**src/rtl/acc_fork_join.sv**
```systemverilog
// acc_fork_join_fifo: small generic FIFO with occupancy count; the mask FIFO of the fork/join is one of these.
// Latency: a pushed entry is visible at the head the cycle after the push.
// Backpressure: push_vld is ignored while full; pop_rdy is ignored while empty.
//
// acc_fork_join: broadcasts one request stream to NrClusters channels and joins their responses in order.
// Latency: 1 cycle from accept to req_valid_o; 1 cycle from the last response capture to resp_valid_o.
// Backpressure: req_ready_o drops while any selected cluster has yet to take the request,
//                while MaxOutstanding requests await a join, or while the cluster mask is zero.
//
// Ports (acc_fork_join):
//   cluster_mask_i                  participating clusters, sampled only at request accept
//   req_valid_i/req_ready_o/req_data_i     upstream request handshake and payload
//   req_valid_o/req_ready_i/req_data_o     per-cluster request handshakes, shared payload
//   resp_valid_i/resp_ready_o/resp_data_i/resp_err_i   per-cluster responses
//   resp_valid_o/resp_ready_i/resp_data_o/resp_err_o   merged, in-order response
//   outstanding_o                   accepted requests not yet joined

module acc_fork_join_fifo #(
    parameter int Width = 8,
    parameter int Depth = 4
) (
    input  logic                       clk_i,
    input  logic                       rst_ni,
    input  logic                       push_vld,
    input  logic [Width-1:0]           push_dat,
    input  logic                       pop_rdy,
    output logic                       head_vld,
    output logic [Width-1:0]           head_dat,
    output logic                       full,
    output logic [$clog2(Depth+1)-1:0] count
);
    localparam int PtrW = (Depth > 1) ? $clog2(Depth) : 1;
    localparam int CntW = $clog2(Depth + 1);
    localparam logic [PtrW-1:0] LastPtr = PtrW'(Depth - 1);
    localparam logic [CntW-1:0] FullCnt = CntW'(Depth);

    logic [Width-1:0] mem_q [Depth];
    logic [Width-1:0] mem_d [Depth];
    logic [PtrW-1:0]  wr_ptr_q, wr_ptr_d;
    logic [PtrW-1:0]  rd_ptr_q, rd_ptr_d;
    logic [CntW-1:0]  count_q, count_d;
    logic             push_fire, pop_fire;

    assign full      = (count_q == FullCnt);
    assign head_vld  = (count_q != '0);
    assign head_dat  = mem_q[rd_ptr_q];
    assign count     = count_q;
    assign push_fire = push_vld && !full;
    assign pop_fire  = pop_rdy && head_vld;

    always_comb begin
        mem_d    = mem_q;
        wr_ptr_d = wr_ptr_q;
        rd_ptr_d = rd_ptr_q;
        count_d  = count_q;
        if (push_fire) begin
            mem_d[wr_ptr_q] = push_dat;
            // Depth need not be a power of two, so wrap explicitly.
            wr_ptr_d = (wr_ptr_q == LastPtr) ? '0 : wr_ptr_q + 1'b1;
        end
        if (pop_fire) begin
            rd_ptr_d = (rd_ptr_q == LastPtr) ? '0 : rd_ptr_q + 1'b1;
        end
        case ({push_fire, pop_fire})
            2'b10:   count_d = count_q + 1'b1;
            2'b01:   count_d = count_q - 1'b1;
            default: count_d = count_q;
        endcase
    end

    always_ff @(posedge clk_i or negedge rst_ni) begin
        if (!rst_ni) begin
            for (int i = 0; i < Depth; i++) mem_q[i] <= '0;
            wr_ptr_q <= '0;
            rd_ptr_q <= '0;
            count_q  <= '0;
        end else begin
            mem_q    <= mem_d;
            wr_ptr_q <= wr_ptr_d;
            rd_ptr_q <= rd_ptr_d;
            count_q  <= count_d;
        end
    end
endmodule

module acc_fork_join #(
    parameter int NrClusters     = 4,
    parameter int ReqWidth       = 64,
    parameter int RespWidth      = 64,
    parameter int MaxOutstanding = 4
) (
    input  logic                                clk_i,
    input  logic                                rst_ni,
    input  logic [NrClusters-1:0]               cluster_mask_i,
    input  logic                                req_valid_i,
    output logic                                req_ready_o,
    input  logic [ReqWidth-1:0]                 req_data_i,
    output logic [NrClusters-1:0]               req_valid_o,
    input  logic [NrClusters-1:0]               req_ready_i,
    output logic [ReqWidth-1:0]                 req_data_o,
    input  logic [NrClusters-1:0]               resp_valid_i,
    output logic [NrClusters-1:0]               resp_ready_o,
    input  logic [NrClusters*RespWidth-1:0]     resp_data_i,
    input  logic [NrClusters-1:0]               resp_err_i,
    output logic                                resp_valid_o,
    input  logic                                resp_ready_i,
    output logic [RespWidth-1:0]                resp_data_o,
    output logic                                resp_err_o,
    output logic [$clog2(MaxOutstanding+1)-1:0] outstanding_o
);
    logic [NrClusters-1:0] pending_q, pending_d, pending_next;
    logic [ReqWidth-1:0]   req_data_q, req_data_d;
    logic [NrClusters-1:0] held_q, held_d;
    logic [NrClusters-1:0] err_q, err_d;
    logic [RespWidth-1:0]  data_q [NrClusters];
    logic [RespWidth-1:0]  data_d [NrClusters];
    logic [NrClusters-1:0] head_mask;
    logic                  fifo_nonempty, fifo_full;
    logic                  accept, join_hs;

    // ---------------- fork ----------------
    // Looking through this cycle's cluster handshakes lets a new request be
    // accepted in the same cycle the last selected cluster takes the old one.
    assign pending_next = pending_q & ~req_ready_i;
    assign req_ready_o  = (pending_next == '0) && !fifo_full && (cluster_mask_i != '0);
    assign accept       = req_valid_i && req_ready_o;
    assign req_valid_o  = pending_q;
    assign req_data_o   = req_data_q;

    always_comb begin
        pending_d  = pending_next;
        req_data_d = req_data_q;
        if (accept) begin
            pending_d  = cluster_mask_i;
            req_data_d = req_data_i;
        end
    end

    // The FIFO occupancy is exactly the number of requests awaiting a join.
    acc_fork_join_fifo #(
        .Width (NrClusters),
        .Depth (MaxOutstanding)
    ) u_mask_fifo (
        .clk_i    (clk_i),
        .rst_ni   (rst_ni),
        .push_vld (accept),
        .push_dat (cluster_mask_i),
        .pop_rdy  (join_hs),
        .head_vld (fifo_nonempty),
        .head_dat (head_mask),
        .full     (fifo_full),
        .count    (outstanding_o)
    );

    // ---------------- join ----------------
    assign resp_ready_o = ~held_q;
    assign resp_valid_o = fifo_nonempty && ((held_q & head_mask) == head_mask);
    assign join_hs      = resp_valid_o && resp_ready_i;
    assign resp_err_o   = |(err_q & head_mask);

    // Lowest-index participating cluster supplies the merged payload.
    always_comb begin
        resp_data_o = '0;
        for (int i = NrClusters - 1; i >= 0; i--) begin
            if (head_mask[i]) resp_data_o = data_q[i];
        end
    end

    // A join only clears bits that are held, and captures only happen into
    // bits that are not held, so the two updates never touch the same bit.
    always_comb begin
        held_d = held_q;
        err_d  = err_q;
        data_d = data_q;
        if (join_hs) held_d = held_q & ~head_mask;
        for (int i = 0; i < NrClusters; i++) begin
            if (resp_valid_i[i] && !held_q[i]) begin
                held_d[i] = 1'b1;
                err_d[i]  = resp_err_i[i];
                data_d[i] = resp_data_i[i*RespWidth +: RespWidth];
            end
        end
    end

    always_ff @(posedge clk_i or negedge rst_ni) begin
        if (!rst_ni) begin
            pending_q  <= '0;
            req_data_q <= '0;
            held_q     <= '0;
            err_q      <= '0;
            for (int i = 0; i < NrClusters; i++) data_q[i] <= '0;
        end else begin
            pending_q  <= pending_d;
            req_data_q <= req_data_d;
            held_q     <= held_d;
            err_q      <= err_d;
            data_q     <= data_d;
        end
    end
endmodule

```
**config.mk**
```make
export PLATFORM = sky130hd
export DESIGN_NAME = acc_fork_join
export DESIGN_NICKNAME = d
export VERILOG_FILES = /design/src/rtl/acc_fork_join.sv
export SDC_FILE = /design/constraint.sdc
export NUM_CORES = 1
export LEC_CHECK = 0
export CAP_MARGIN = 30
export CORE_UTILIZATION = 42
export DETAILED_ROUTE_END_ITERATION = 10
export PLACE_DENSITY = 0.76
export SLEW_MARGIN = 15
export SYNTH_ARGS = -nofsm -noshare
export SYNTH_HDL_FRONTEND = slang
export SYNTH_SLANG_ARGS = --single-unit
export TNS_END_PERCENT = 20
```
**constraint.sdc**
```tcl
create_clock -name clk_i -period 2.82 [get_ports clk_i]
set_input_delay 0.564 -clock clk_i [delete_from_list [all_inputs] [get_ports clk_i]]
set_output_delay 0.564 -clock clk_i [all_outputs]
set_load 0.05 [all_outputs]
```
==> impl_metrics.yaml <==
route:
  drt-initial-drc-count: 437
  firstDrtPassIters: 4
  ant_nets: 0
  viasPerCell: 5.487
  wl_per_cell_um: 24.07
  vias: 11700
  drt-total-wl_um: 51310
  drc_errors: 0
clock_network:
  htreeDepth: 2
  clk_pin_slew_ns: 0.06
  worstSkewPairLatency_ns: 0.52
  root_buffer: "clkbuf_16"
  cts_made_buffers: 40
  hold_buffers: 0
  cts_tree: "yes"
  clock_path_buffers: 3
  numClockSinks: 355
synthesis:
  ys_warn_count: 0
  synth_compound_area_share_pct: 7.731
  synth_cell_types: 39
  synth-seq-area-share_pct: 58.52
  synth_top_family_by_area: "multiplexers"
  synth_xor_area_share_pct: 0.1731
  syn-num-nets: 1464
  syn_area_per_cell_um2: 13.59
  synth_cells: 1117
  synthSimpleGateAreaFrac_pct: 4.409
  synth_seq_cells: 355
  synthMuxAreaShare_pct: 26.19
  synth_adder_area_share_pct: 0.6264
  netlist_area_um2: 15180
worst_setup_path:
  critPathKind: "flop to primary output"
  critPathRequiredTime_ns: 2.26
  worstPathMaxFanout: 8
  critPathArrivalTime_ns: 2.65
  slowest_stage: "dfrtp_2"
  cp_slowest_stage_delay_ns: 0.49
  crit_top_cell: "buf_12"
  worstSetupEndpointType: "primary output"
  path_cells: "buf_6, mux4_2, nor2b_4, buf_12, buf_12, buf_4, a221oi_2, o31ai_2, buf_12"
  startpoint_type: "flop"
cells_and_area:
  nNetsFinal: 1981
  layout_commonest_cell: "clkdlybuf4s50_1"
  area_growth_pct: 61.56
  layout_common_cells: "clkdlybuf4s50_1, dfrtp_1, mux2_2"
  drive_above_1_share_pct: 37.11
timing:
  skew_ns: 0.01172
  slew_viol_final: 0
  relSlewSlack_pct: 60.90
  finalHoldViolCount: 0
  setup_violations: 66
  max_freq_ghz: 0.3112
  worst_slew_pin_slew_ns: 0.5846
  grt_setup_unrepaired: "true"
  fin_ws_ns: -0.3937
  period_needed_ns: 3.214
  period_share_pct: 114.0
global_routing:
  use_met2_pct: 44.45
  grt_use_total_pct: 26.34
  grt_first_pass_wirelength_um: 73920
  grt_pass1_vias: 12500
  grt_util_met1_pct: 33.02
  grt_overflow: 0
  grtUsageMet3_pct: 6.011
  grt_max_degree: 73
  antenna_found_initial: 7
  top_usage_layer: "met2"
floorplanning:
  initial_core_util_pct: 42.68
  dieArea_um2: 36910
  die_width_um: 192.1
  core_region_area_um2: 35570
  chipHeight_um: 192.1
  core.rowCount: 69
  io_pins: 482
run:
  drv_cap: 0
outcome:
  violations: "negative setup slack"
  outcome: "complete, but fails checks"
place:
  port_buffers: 481
  dp_hpwl_um: 32690
  place_ws_ns: -0.1387
  place_congestion: 0.8177
min_path:
  hold_class: "input pin to async pin"
[Yosys cell counts]
cell type / n / area (um2)
mux2_4: 2 / 30.03
o2bb2ai_1: 1 / 8.760
a2111oi_1: 1 / 10.01
a22o_2: 1 / 10.01
inv_1: 11 / 41.29
mux2_1: 65 / 732.0
a221oi_1: 64 / 560.5
a211oi_1: 1 / 7.510
a221o_1: 1 / 10.01
nand4_1: 1 / 6.260
nand2b_1: 6 / 37.54
nand2_4: 1 / 11.26
nor2b_1: 4 / 25.02
fa_1: 1 / 20.02
o21ai_1: 2 / 10.01
buf_2: 9 / 45.04
a21o_1: 1 / 7.510
ha_1: 6 / 75.07
nor3_1: 1 / 5.000
nor2_1: 72 / 270.3
mux2i_1: 5 / 50.05
a2111oi_4: 1 / 27.53
mux2_2: 277 / 3119
nor4_1: 1 / 6.260
clkbuf_1: 58 / 217.7
xnor2_1: 1 / 8.760
mux4_2: 2 / 45.04
or2_2: 1 / 6.260
buf_1: 13 / 48.80
nand2_1: 78 / 292.8
o21a_1: 1 / 7.510
dfrtp_1: 355 / 8884
a31oi_1: 3 / 18.77
xor2_1: 2 / 17.52
o22ai_1: 1 / 6.260
o31ai_1: 64 / 480.5
inv_2: 1 / 3.750
o22a_1: 1 / 8.760
nor2b_2: 1 / 8.760
[routing by layer]
| metal | vias up | routed length (um) | part of all wire [%] |
|---|---|---|---|
| met4 | 0 | 1747 | 3.4 |
| li1 | 5145 | - | - |
| met5 | - | 0 | 0 |
| met1 | 6049 | 20490 | 40 |
| met2 | 401 | 25560 | 50 |
| met3 | 103 | 3508 | 6.8 |
[per-stage QoR]
step / util, % / hold slack [ns] / setup TNS (ns) / cell area (um2) / instances
4_1_cts: 66.50 / 0.01949 / -25.16 / 23650 / 2107
6_report: 68.95 / 0.01471 / -20.78 / 24530 / 2132
3_5_place_dp: 61.95 / 0.4737 / -6.029 / 22030 / 2033
5_1_grt: 68.93 / 0.04032 / -26.69 / 24520 / 2128
3_3_place_gp: 61.95 / 0.4685 / -2.380 / 22030 / 2033
2_1_floorplan: - / 0.2684 / -6.902 / 15600 / 1117
[layout make-up]
type / instances / area [um2]
antenna: 11 / 27.53
clock buffer: 60 / 1157
clock inverter: 8 / 101.3
fill: 2482 / 11040
inverter: 12 / 45.04
multi-input combinational: 670 / 7177
sequential: 355 / 8886
tap: 461 / 576.8
timing repair buffer: 555 / 6555
[worst max-delay path, delay by kind of cell, from the launching register on]
kind                   cells  cell delay, ns
flip-flops                 1            0.49
AO/OA/AOI/OAI              2            0.39
multiplexers               1            0.32
AND/OR/NAND/NOR            1            0.16
buffers and inverters      5            0.77
[timing repair]
action,CTS,global route
setup endpoints to repair,66,67
gates resized for setup,36,85
setup buffers,3,7
gates cloned,4,8
pin swaps,8,20
[state kept, by name (all words and copies together) (netlist names)]
register              cells
u_mask_fifo.wr_ptr_q      2
req_data_o               64
err_q                     4
u_mask_fifo.rd_ptr_q      2
data_q                  256
held_q                    4
u_mask_fifo.mem_q        16
req_valid_o               4
u_mask_fifo.count         3
[kinds of logic after synthesis]
family / count (synthesis)
muxes: 351
DFF: 355
and+or+nand+nor: 166
xor gates and xnor gates: 3
buffers and inverters: 92
adders and majority gates: 7
AOI/OAI and AO/OA: 143
[worst paths after layout]
path | slack (ns) | cells after the start | to | from
max | -0.39 | 9 | resp_data_o[42] | u_mask_fifo.rd_ptr_q[1]
min | 0.01 | 1 | data_q[164] | rst_ni
max reg2reg | 0.07 | 11 | u_mask_fifo.count[2] | u_mask_fifo.rd_ptr_q[0]
min reg2reg | 0.48 | 1 | req_data_o[43] | req_data_o[43]
max in group asynchronous | 1.98 | 2 | req_data_o[5] | rst_ni
min in group clk_i | 0.48 | 1 | req_data_o[43] | req_data_o[43]
Power is left out: the tool's default activity adds up to more than one toggle a clock period on the data nets, which glitch-free logic cannot reach.
